### config.mk
export PLATFORM = sky130hd
export DESIGN_NAME = sm_move_ctrl
export DESIGN_NICKNAME = d
export VERILOG_FILES = /design/src/rtl/sm_move_ctrl.sv
export SDC_FILE = /design/constraint.sdc
export NUM_CORES = 1
export LEC_CHECK = 0
export CORE_MARGIN = 1
export CORE_UTILIZATION = 60
export DETAILED_ROUTE_END_ITERATION = 10
export PLACE_DENSITY = 0.8
export SLEW_MARGIN = 20
export SYNTH_ARGS = -nofsm -noshare
export SYNTH_HDL_FRONTEND = slang
export SYNTH_SLANG_ARGS = --single-unit
### constraint.sdc
create_clock -name clk -period 7.22 [get_ports clk]
set_input_delay 1.444 -clock clk [delete_from_list [all_inputs] [get_ports clk]]
set_output_delay 1.444 -clock clk [all_outputs]
set_load 0.05 [all_outputs]
### src/rtl/sm_move_ctrl.sv
// Motion sequencer for the stepper pulse generator.
// Turns a move command into an accel / cruise / decel period profile on N,
// counts the generator's step pulses and reports completion or abort.
module sm_move_ctrl #(
  parameter int SIZE   = 16,
  parameter int STEP_W = 24
) (
  input  logic              clk,
  input  logic              rst,
  input  logic              start,
  input  logic              dir_in,
  input  logic [STEP_W-1:0] steps,
  input  logic [SIZE-1:0]   n_start,
  input  logic [SIZE-1:0]   n_min,
  input  logic [SIZE-1:0]   acc,
  input  logic              abort,
  input  logic              step_fb,
  output logic              drv_en_SM,
  output logic [SIZE-1:0]   N,
  output logic              drv_dir,
  output logic              busy,
  output logic              done,
  output logic              aborted,
  output logic [STEP_W-1:0] step_cnt
);

  // Compare width wide enough for both remaining-step and ramp counts.
  localparam int CW = ((STEP_W > SIZE + 1) ? STEP_W : SIZE + 1) + 1;

  localparam logic [SIZE-1:0]   N_ONE    = {{(SIZE-1){1'b0}}, 1'b1};
  localparam logic [STEP_W-1:0] CNT_ONE  = {{(STEP_W-1){1'b0}}, 1'b1};
  localparam logic [SIZE:0]     RAMP_ONE = {{SIZE{1'b0}}, 1'b1};
  localparam logic [CW-1:0]     CW_ONE   = {{(CW-1){1'b0}}, 1'b1};

  typedef enum logic [2:0] {
    IDLE   = 3'd0,
    ACCEL  = 3'd1,
    CRUISE = 3'd2,
    DECEL  = 3'd3,
    STOP   = 3'd4
  } state_t;

  state_t            state_q, state_d;
  logic              stepFb_q;
  logic              dir_q, dir_d;
  logic              aborted_q, aborted_d;
  logic [SIZE-1:0]   n_q, n_d;
  logic [SIZE-1:0]   nStart_q, nStart_d;
  logic [SIZE-1:0]   nMin_q, nMin_d;
  logic [SIZE-1:0]   acc_q, acc_d;
  logic [STEP_W-1:0] rem_q, rem_d;
  logic [STEP_W-1:0] cnt_q, cnt_d;
  logic [SIZE:0]     ramp_q, ramp_d;

  logic              stepSeen;
  logic              moving;
  logic [SIZE:0]     accFloor;
  logic [SIZE:0]     decelSum;
  logic [SIZE:0]     rampInc;
  logic [SIZE:0]     rampDec;
  logic [SIZE-1:0]   accelN;
  logic [SIZE-1:0]   decelN;
  logic [STEP_W-1:0] remAfter;
  logic [CW-1:0]     remLeftW;
  logic [CW-1:0]     rampW;
  logic [CW-1:0]     rampIncW;

  // Rising edge of the generator's step output, and the profile arithmetic
  // for the next period, evaluated one bit wider than SIZE so nothing wraps.
  assign stepSeen = step_fb & ~stepFb_q;
  assign moving   = (state_q == ACCEL) || (state_q == CRUISE) || (state_q == DECEL);
  assign accFloor = {1'b0, nMin_q} + {1'b0, acc_q};
  assign accelN   = ({1'b0, n_q} >= accFloor) ? (n_q - acc_q) : nMin_q;
  assign decelSum = {1'b0, n_q} + {1'b0, acc_q};
  assign decelN   = (decelSum > {1'b0, nStart_q}) ? nStart_q : decelSum[SIZE-1:0];
  assign rampInc  = ramp_q + RAMP_ONE;
  assign rampDec  = (ramp_q == '0) ? '0 : (ramp_q - RAMP_ONE);
  assign remAfter = rem_q - CNT_ONE;
  assign remLeftW = CW'(remAfter) - CW_ONE;
  assign rampW    = CW'(ramp_q);
  assign rampIncW = CW'(rampInc);

  // State, latched command and step-edge register, cleared by the active-low reset.
  always_ff @(posedge clk) begin
    if (!rst) begin
      state_q   <= IDLE;
      stepFb_q  <= 1'b0;
      dir_q     <= 1'b0;
      aborted_q <= 1'b0;
      n_q       <= '0;
      nStart_q  <= '0;
      nMin_q    <= '0;
      acc_q     <= '0;
      rem_q     <= '0;
      cnt_q     <= '0;
      ramp_q    <= '0;
    end else begin
      state_q   <= state_d;
      stepFb_q  <= step_fb;
      dir_q     <= dir_d;
      aborted_q <= aborted_d;
      n_q       <= n_d;
      nStart_q  <= nStart_d;
      nMin_q    <= nMin_d;
      acc_q     <= acc_d;
      rem_q     <= rem_d;
      cnt_q     <= cnt_d;
      ramp_q    <= ramp_d;
    end
  end

  // Next-state logic: command capture in IDLE, per-step profile update while
  // moving, abort handling, and the single STOP cycle. The step that triggers
  // the switch into DECEL keeps the current period so the peak is held for
  // one more step and the profile stays symmetric.
  always_comb begin
    state_d   = state_q;
    dir_d     = dir_q;
    aborted_d = aborted_q;
    n_d       = n_q;
    nStart_d  = nStart_q;
    nMin_d    = nMin_q;
    acc_d     = acc_q;
    rem_d     = rem_q;
    cnt_d     = cnt_q;
    ramp_d    = ramp_q;

    case (state_q)
      IDLE: begin
        if (start) begin
          dir_d     = dir_in;
          nStart_d  = n_start;
          nMin_d    = (n_min < n_start) ? n_min : n_start;
          acc_d     = (acc == '0) ? N_ONE : acc;
          rem_d     = steps;
          ramp_d    = '0;
          cnt_d     = '0;
          aborted_d = 1'b0;
          if (steps == '0) begin
            state_d = STOP;
          end else begin
            state_d = ACCEL;
            n_d     = n_start;
          end
        end
      end

      ACCEL, CRUISE, DECEL: begin
        if (stepSeen) begin
          rem_d = remAfter;
          cnt_d = cnt_q + CNT_ONE;
        end
        if (abort) begin
          state_d   = STOP;
          aborted_d = 1'b1;
        end else if (stepSeen) begin
          if (rem_q == CNT_ONE) begin
            state_d = STOP;
          end else if (state_q == ACCEL) begin
            ramp_d = rampInc;
            if (remLeftW <= rampIncW) begin
              state_d = DECEL;
            end else begin
              n_d = accelN;
              if (accelN == nMin_q) begin
                state_d = CRUISE;
              end
            end
          end else if (state_q == CRUISE) begin
            if (remLeftW <= rampW) begin
              state_d = DECEL;
            end
          end else begin
            n_d    = decelN;
            ramp_d = rampDec;
          end
        end
      end

      STOP: begin
        state_d = IDLE;
      end

      default: begin
        state_d = IDLE;
      end
    endcase
  end

  // Status outputs decode directly from the state register; the rest are latched values.
  assign drv_en_SM = moving;
  assign busy      = (state_q != IDLE);
  assign done      = (state_q == STOP);
  assign N         = n_q;
  assign drv_dir   = dir_q;
  assign aborted   = aborted_q;
  assign step_cnt  = cnt_q;

endmodule

==> flow_metrics.env, run 1 <==
export IMPL_numCtsBuffers=17
export IMPL_hold_class="flip-flop to flip-flop"
export IMPL_nFillCells=1833
export IMPL_drive_gt1_share_pct=5.71
export IMPL_vias=13600
export IMPL_async_reset_ff_share_pct=0
export IMPL_rsz0062_at_grt="false"
export IMPL_wl_met3_um=4060
export IMPL_grt_pass1_vias=12100
export IMPL_r2r_cells=20
export IMPL_grt_ovfl_total=0
export IMPL_diodes=0
export IMPL_power_density_nw_per_um2=580
export IMPL_dp_cells=2048
export IMPL_met1Wirelength_um=18800
export IMPL_period_share_pct=89.0
export IMPL_whs_endpoint="drv_dir$_SDFFE_PN0P_"
export IMPL_die_area_um2=22400
export IMPL_synth_flop_cell="dfxtp_1"
export IMPL_min_from="drv_dir$_SDFFE_PN0P_"
export IMPL_r2r_end="state_q[0]$_SDFFE_PN0P_"
export IMPL_gp_congestion=0.969
export IMPL_post_cts_buffers=0
export IMPL_cts_root_buf="clkbuf_16"
export IMPL_max_slew_margin_rel_pct=28.3
export IMPL_htree_num_levels=4
export IMPL_crit_type="flip-flop to flip-flop"
export IMPL_clk_path_buf_depth=2
export IMPL_fin_cells=2080
export IMPL_dr_wl_met2_um=17700
export IMPL_portBuffers=122
export IMPL_max_freq_mhz=156
export IMPL_crit_fanout=19
export IMPL_grt_usage_pct=36.7
export IMPL_start_util_pct=61.8
export IMPL_ys_types=104
export IMPL_fp_dieH_um=150
export IMPL_grt_pass1_wl_um=64900
export IMPL_yosysWarnings=0
export IMPL_wl_per_cell_um=20.0
export IMPL_synth_area_leaders="dfxtp_1 (21%), ha_1 (13%), a21oi_1 (5.9%)"
export IMPL_antenna_found_initial=0
export IMPL_fin_worst_skew_ns=0.0161
export IMPL_dr_pass1_iters=7
export IMPL_r2r_start="acc_q[1]$_SDFFE_PN0P_"
export IMPL_nets=2007
export IMPL_crit_arrival_ns=6.80
export IMPL_tightestPinTransition_ns=1.07
export IMPL_synth_seq_cells=135
export IMPL_critPathLaunchType="flip-flop"
export IMPL_core_area_um2=21200
export IMPL_status="finished clean"
export IMPL_hold_depth=2
export IMPL_yosysSeqAreaShare_pct=20.6
export IMPL_cts_tree="built"
export IMPL_drv_slew=0
export IMPL_yosysTopAreaCell="dfxtp_1"
export IMPL_routed_wl_um=41700
export IMPL_worstPathRequired_ns=7.59
export IMPL_total_leakage_power_nw=5.93
export IMPL_synthCells=1732
export IMPL_cts_sinks=135
export IMPL_vias_per_cell=6.51
export IMPL_fp_row_count=53
export IMPL_grt_max_degree=78
export IMPL_synth_nets=1947
export IMPL_drt_initial_drc_count=1416
export IMPL_syn_area_um2=13100
export IMPL_peakVddDrop_v=0.000341
export IMPL_post_dp_hpwl_um=31100
export IMPL_finalSetupViolCount=0
export IMPL_hold_viol=0
export IMPL_die_w_um=150
export IMPL_clkLatencyLatePin_ns=0.45
export IMPL_r2r_setup_slack_ns=0.80
export IMPL_cts_resized=0
export IMPL_cts_hold_buf=0
export IMPL_ant_nets=0
export IMPL_synth_top_area_share_pct=20.6
export IMPL_post_route_drc_count=0
export IMPL_top_layer="met4"
export IMPL_fin_util_pct=70.5
export IMPL_ios=123
export IMPL_fin_crit_ns=6.42
export IMPL_setup_tns_ns=0
export IMPL_synth_edf_count=0
export IMPL_endpoint_kind="flip-flop"
export IMPL_syn2layout_area_growth_pct=14.1
export IMPL_postSynthAreaPerCell_um2=7.57
export IMPL_clk_pin_slew_ns=0.07
export IMPL_max_cap_violations=0
-- critical path: stages, from the launching register on --
cell,delay [ns]
dfxtp_1,0.47
ha_1,0.29
a21o_1,0.16
a21oi_1,0.24
o21bai_1,0.10
a21oi_1,0.24
o21ai_0,0.17
a41o_1,0.30
o41ai_1,0.70
o21bai_1,0.12
a21oi_1,0.21
xor2_1,0.18
ha_1,0.26
a2111oi_0,0.41
o21ai_0,0.22
a2111oi_0,0.49
a211o_1,0.78
or3_1,0.23
nor3_1,0.07
o41ai_2,0.48
mux2i_1,0.22
-- state kept, by name, summed over array words and instances (netlist names) --
signal,count
rem_q,24
step_cnt,24
ramp_q,17
N,16
acc_q,16
nMin_q,16
nStart_q,16
state_q,3
aborted,1
drv_dir,1
stepFb_q,1
-- Yosys cell counts, drive strengths merged, types with 32 or more instances --
| cell type | instances |
|---|---|
| nor2 | 180 |
| a21oi | 155 |
| nand2 | 141 |
| dfxtp | 135 |
| ha | 134 |
| o21ai | 104 |
| inv | 99 |
| xnor2 | 79 |
| clkbuf | 77 |
| nand3 | 50 |
| nor3 | 46 |
| xor2 | 41 |
| nor4 | 33 |
| mux2i | 32 |
-- cells by family after synthesis --
family,Yosys count,share of synthesized area [%]
xor+xnor,122,8.42
mux,41,3.22
compound gates,491,24.6
simple gates,608,23.4
flops,135,20.6
buf+inv,198,6.51
fa+ha+maj,137,13.2
-- stage by stage --
stage	hold slack [ns]	power (mW)	worst slack, ns	instance area (µm²)
6_report	0.461	8.67	0.797	15000
5_1_grt	0.488	9.25	0.462	15000
4_1_cts	0.461	8.48	0.892	14900
3_5_place_dp	0.450	7.54	0.985	14400
3_3_place_gp	0.443	7.42	1.21	14400
2_1_floorplan	0.436	6.01	1.99	13100
-- cell type report --
class                   count  area (µm²)  area share (%)
clock inverters            14         154            1.03
clock buffers              18         439            2.94
multi-input cells        1399        9590            64.2
inverters                 101         379            2.54
well taps                 275         344            2.30
flip-flops and latches    135        2700            18.1
repair buffers            138        1340            8.97
-- cell usage in the layout, fill, tap and decap left out, types with 11 or more instances in the layout --
| cell | instances |
|---|---|
| o211ai_1 | 21 |
| nor2b_1 | 12 |
| nand2b_1 | 16 |
| nor4_1 | 29 |
| ha_1 | 134 |
| a21oi_1 | 155 |
| mux2i_1 | 32 |
| xor2_1 | 41 |
| a21o_1 | 23 |
| a221oi_1 | 11 |
| a31oi_1 | 17 |
| nand2_1 | 140 |
| dfxtp_1 | 135 |
| and3_1 | 24 |
| a22oi_1 | 12 |
| a211oi_1 | 23 |
| xnor2_1 | 78 |
| o21ai_1 | 14 |
| nor2_1 | 176 |
| or3_1 | 21 |
| clkbuf_16 | 17 |
| buf_4 | 16 |
| nor3_1 | 45 |
| nand4_1 | 23 |
| o21a_1 | 15 |
| o21ai_0 | 89 |
| clkdlybuf4s50_1 | 122 |
| nand3_1 | 50 |
| inv_1 | 99 |
-- worst max path at each step --
stage | end | cells after the start | from | slack [ns]
floorplan | N[5]$_SDFFE_PN0P_ | 20 | N[2]$_SDFFE_PN0P_ | 1.99
global placement | state_q[0]$_SDFFE_PN0P_ | 20 | acc_q[1]$_SDFFE_PN0P_ | 1.21
detailed placement | state_q[0]$_SDFFE_PN0P_ | 20 | acc_q[1]$_SDFFE_PN0P_ | 0.98
CTS | state_q[0]$_SDFFE_PN0P_ | 20 | acc_q[1]$_SDFFE_PN0P_ | 0.89
global route | state_q[0]$_SDFFE_PN0P_ | 20 | acc_q[1]$_SDFFE_PN0P_ | 0.46
finish | state_q[0]$_SDFFE_PN0P_ | 20 | acc_q[1]$_SDFFE_PN0P_ | 0.80
-- power by group --
group	switching [mW]	internal (mW)
Clock	0.416	0.499
Sequential	0.358	0.923
Combinational	3.91	2.56
Total	4.69	3.98
-- per-layer routing --
| layer | global-route usage, % | vias up |
|---|---|---|
| met2 | 55.4 | 719 |
| met4 | 12.5 | 0 |
| met5 | 0 | - |
| li1 | - | 6415 |
| met3 | 6.43 | 92 |
| met1 | 52.4 | 6325 |
No activity file was read; power rests on OpenSTA's default activity.
==> inputs of run 2 (changes only) <==
--- a/config.mk
+++ b/config.mk
@@ -7,6 +7,7 @@
 export LEC_CHECK = 0
 export CORE_MARGIN = 1
 export CORE_UTILIZATION = 60
+export CTS_CLUSTER_DIAMETER = 150
 export DETAILED_ROUTE_END_ITERATION = 10
 export PLACE_DENSITY = 0.8
 export SLEW_MARGIN = 20
==> results of run 2 <==
The final DEF is identical to that of run 1; final timing and power are the same.
==> inputs of run 3 (changes only) <==
--- a/config.mk
+++ b/config.mk
@@ -6,10 +6,10 @@
 export NUM_CORES = 1
 export LEC_CHECK = 0
 export CORE_MARGIN = 1
-export CORE_UTILIZATION = 60
+export CORE_UTILIZATION = 45
 export CTS_CLUSTER_DIAMETER = 150
 export DETAILED_ROUTE_END_ITERATION = 10
-export PLACE_DENSITY = 0.8
+export PLACE_DENSITY = 0.62
 export SLEW_MARGIN = 20
 export SYNTH_ARGS = -nofsm -noshare
 export SYNTH_HDL_FRONTEND = slang
==> run 3 against run 2 <==
Clock power is 1% lower; critical path depth rose by 2; via count shrank 2.8%; routed wire length rose by 2.6%; setup slack better by 0.24 ns; worst hold slack is essentially flat; clock-buffer cell count rose by 2; first-iteration DRC count fell by 23%; clock skew is 0.0016 ns higher; die area is 33% higher; total power is 0.66% lower; register-to-register slack better by 0.24 ns.
==> flow_metrics.env, run 3 (synthesized netlist as in run 1, its figures left out) <==
export IMPL_status="finished clean"
export IMPL_power_density_nw_per_um2=571
export IMPL_cp_num_buf_inv=1
export IMPL_hold_viol=0
export IMPL_cts_tree="built"
export IMPL_max_cap_violations=0
export IMPL_finalSetupViolCount=0
export IMPL_clk_pin_slew_ns=0.06
export IMPL_vias_per_cell=6.02
export IMPL_grt_pass1_vias=12200
export IMPL_crit_arrival_ns=6.54
export IMPL_die_w_um=173
export IMPL_critPathLaunchType="flip-flop"
export IMPL_r2r_cells=22
export IMPL_cts_root_buf="clkbuf_16"
export IMPL_crit_type="flip-flop to flip-flop"
export IMPL_setup_tns_ns=0
export IMPL_wl_per_cell_um=19.5
export IMPL_layout_cells_most_common_list="nor2_1 (176), a21oi_1 (155), nand2_1 (140)"
export IMPL_fp_row_count=62
export IMPL_endpoint_kind="flip-flop"
export IMPL_ant_nets=0
export IMPL_critPathSlowestCell="a211o_1"
export IMPL_nFillCells=2815
export IMPL_dp_slack_ns=1.09
export IMPL_path_cells="ha_1 -> a21o_1 -> a21oi_1 -> o21bai_1 -> a21oi_1 -> o21ai_0 -> a41o_1 -> o41ai_1 -> o21bai_1 -> a21oi_1 -> xor2_1 -> ha_1 -> a2111oi_0 -> o21ai_0 -> a2111oi_0 -> a211o_1 -> buf_4 -> nand2_1 -> a21oi_1 -> a221oi_1 -> or3_1 -> a21oi_1"
export IMPL_register_area_um2=2700
export IMPL_die_area_um2=29800
export IMPL_crit_fanout=16
export IMPL_portBuffers=122
export IMPL_multi_input_area_um2=9590
export IMPL_htree_num_levels=4
export IMPL_cts_resized=0
export IMPL_fin_crit_ns=6.19
export IMPL_antenna_found_initial=0
export IMPL_post_cts_buffers=0
export IMPL_fin_worst_skew_ns=0.0177
export IMPL_diodes=0
export IMPL_max_stage_delay_ns=0.70
export IMPL_fp_dieH_um=173
export IMPL_total_leakage_power_nw=5.91
export IMPL_final_common_cell="nor2_1"
export IMPL_drv_slew=0
export IMPL_clkLatencyLatePin_ns=0.44
export IMPL_r2r_setup_slack_ns=1.03
export IMPL_max_freq_mhz=162
export IMPL_max_slew_margin_rel_pct=16.9
export IMPL_dr_pass1_iters=6
export IMPL_ios=123
export IMPL_crit_path_frequent_cell="a21oi_1"
export IMPL_start_util_pct=45.7
export IMPL_hold_class="flip-flop to flip-flop"
export IMPL_core_area_um2=28700
export IMPL_r2r_end="N[11]$_SDFFE_PN0P_"
export IMPL_nets=2007
export IMPL_fin_util_pct=52.5
export IMPL_gp_congestion=0.933
export IMPL_grt_pass1_wl_um=68200
export IMPL_clk_path_buf_depth=2
export IMPL_cts_hold_buf=0
export IMPL_rsz0062_at_grt="false"
export IMPL_syn2layout_area_growth_pct=15.1
export IMPL_tightestPinTransition_ns=1.24
export IMPL_critical_path_depth=22
export IMPL_vias=13200
export IMPL_fin_ws_ns=1.03
export IMPL_post_route_drc_count=0
export IMPL_r2r_start="acc_q[1]$_SDFFE_PN0P_"
export IMPL_drive_gt1_share_pct=5.60
export IMPL_post_dp_hpwl_um=32500
export IMPL_routed_wl_um=42800
export IMPL_grt_usage_pct=28.4
export IMPL_worstPathRequired_ns=7.57
export IMPL_numCtsBuffers=17
export IMPL_period_share_pct=85.7
export IMPL_cp_startpoint="acc_q[1]$_SDFFE_PN0P_"
export IMPL_cts_sinks=135
export IMPL_peakVddDrop_v=0.000475
export IMPL_crit_family="compound AO/OA/AOI/OAI gates"
export IMPL_drt_initial_drc_count=1095
export IMPL_grt_ovfl_total=0
export IMPL_cp_endpoint="N[11]$_SDFFE_PN0P_"
export IMPL_grt_max_degree=74
==> run 3: how the worst min path moves through the flow <==
stage	slack, ns	depth (start not counted)	endpoint	from
floorplan	0.44	2	nStart_q[3]$_SDFFE_PN0P_	nStart_q[3]$_SDFFE_PN0P_
global placement	0.44	2	nStart_q[3]$_SDFFE_PN0P_	nStart_q[3]$_SDFFE_PN0P_
detailed placement	0.45	2	nStart_q[3]$_SDFFE_PN0P_	nStart_q[3]$_SDFFE_PN0P_
CTS	0.46	2	nStart_q[3]$_SDFFE_PN0P_	nStart_q[3]$_SDFFE_PN0P_
global route	0.49	2	nStart_q[6]$_SDFFE_PN0P_	nStart_q[6]$_SDFFE_PN0P_
finish	0.46	2	nStart_q[3]$_SDFFE_PN0P_	nStart_q[3]$_SDFFE_PN0P_
==> run 3: routing by layer <==
metal / up-vias / track usage (%) / part of all wire (%)
met1: 6226 / 40.8 / 48
met2: 471 / 44.7 / 44
met4: 0 / 6.12 / 1.4
met3: 45 / 4.24 / 6.9
li1: 6426 / - / -
met5: - / 0 / 0
==> run 3: worst register-to-register path, cell delays in order, from the launching register on <==
cell,delay (ns)
dfxtp_1,0.46
ha_1,0.29
a21o_1,0.17
a21oi_1,0.24
o21bai_1,0.10
a21oi_1,0.22
o21ai_0,0.18
a41o_1,0.31
o41ai_1,0.60
o21bai_1,0.13
a21oi_1,0.19
xor2_1,0.16
ha_1,0.25
a2111oi_0,0.39
o21ai_0,0.20
a2111oi_0,0.49
a211o_1,0.70
buf_4,0.28
nand2_1,0.06
a21oi_1,0.14
a221oi_1,0.05
or3_1,0.37
a21oi_1,0.13
==> run 3: area by class of cell <==
class | count | area share [%]
Clock buffer | 20 | 2.96
Clock inverter | 12 | 0.929
Inverter | 101 | 2.51
Multi-Input combinational cell | 1399 | 63.6
Sequential cell | 135 | 17.9
Tap cell | 384 | 3.19
Timing Repair Buffer | 138 | 8.89
==> run 3: where the power goes <==
part | switching, mW | total [mW] | leakage (nW) | internal [mW]
clock network | 0.382 | 0.906 | 0.278 | 0.524
registers | 0.355 | 1.28 | 1.10 | 0.923
logic | 3.88 | 6.43 | 4.53 | 2.55
total | 4.62 | 8.61 | 5.91 | 3.99
==> run 3: per-stage QoR <==
| step | std cells | hold slack (ns) | total power [mW] | area [µm²] |
|---|---|---|---|---|
| global placement | 2157 | 0.444 | 7.50 | 14500 |
| CTS | 2189 | 0.460 | 8.52 | 15100 |
| floorplan | 1732 | 0.436 | 6.01 | 13100 |
| finish | 2189 | 0.461 | 8.61 | 15100 |
| global route | 2189 | 0.492 | 9.31 | 15100 |
| detailed placement | 2157 | 0.451 | 7.57 | 14500 |
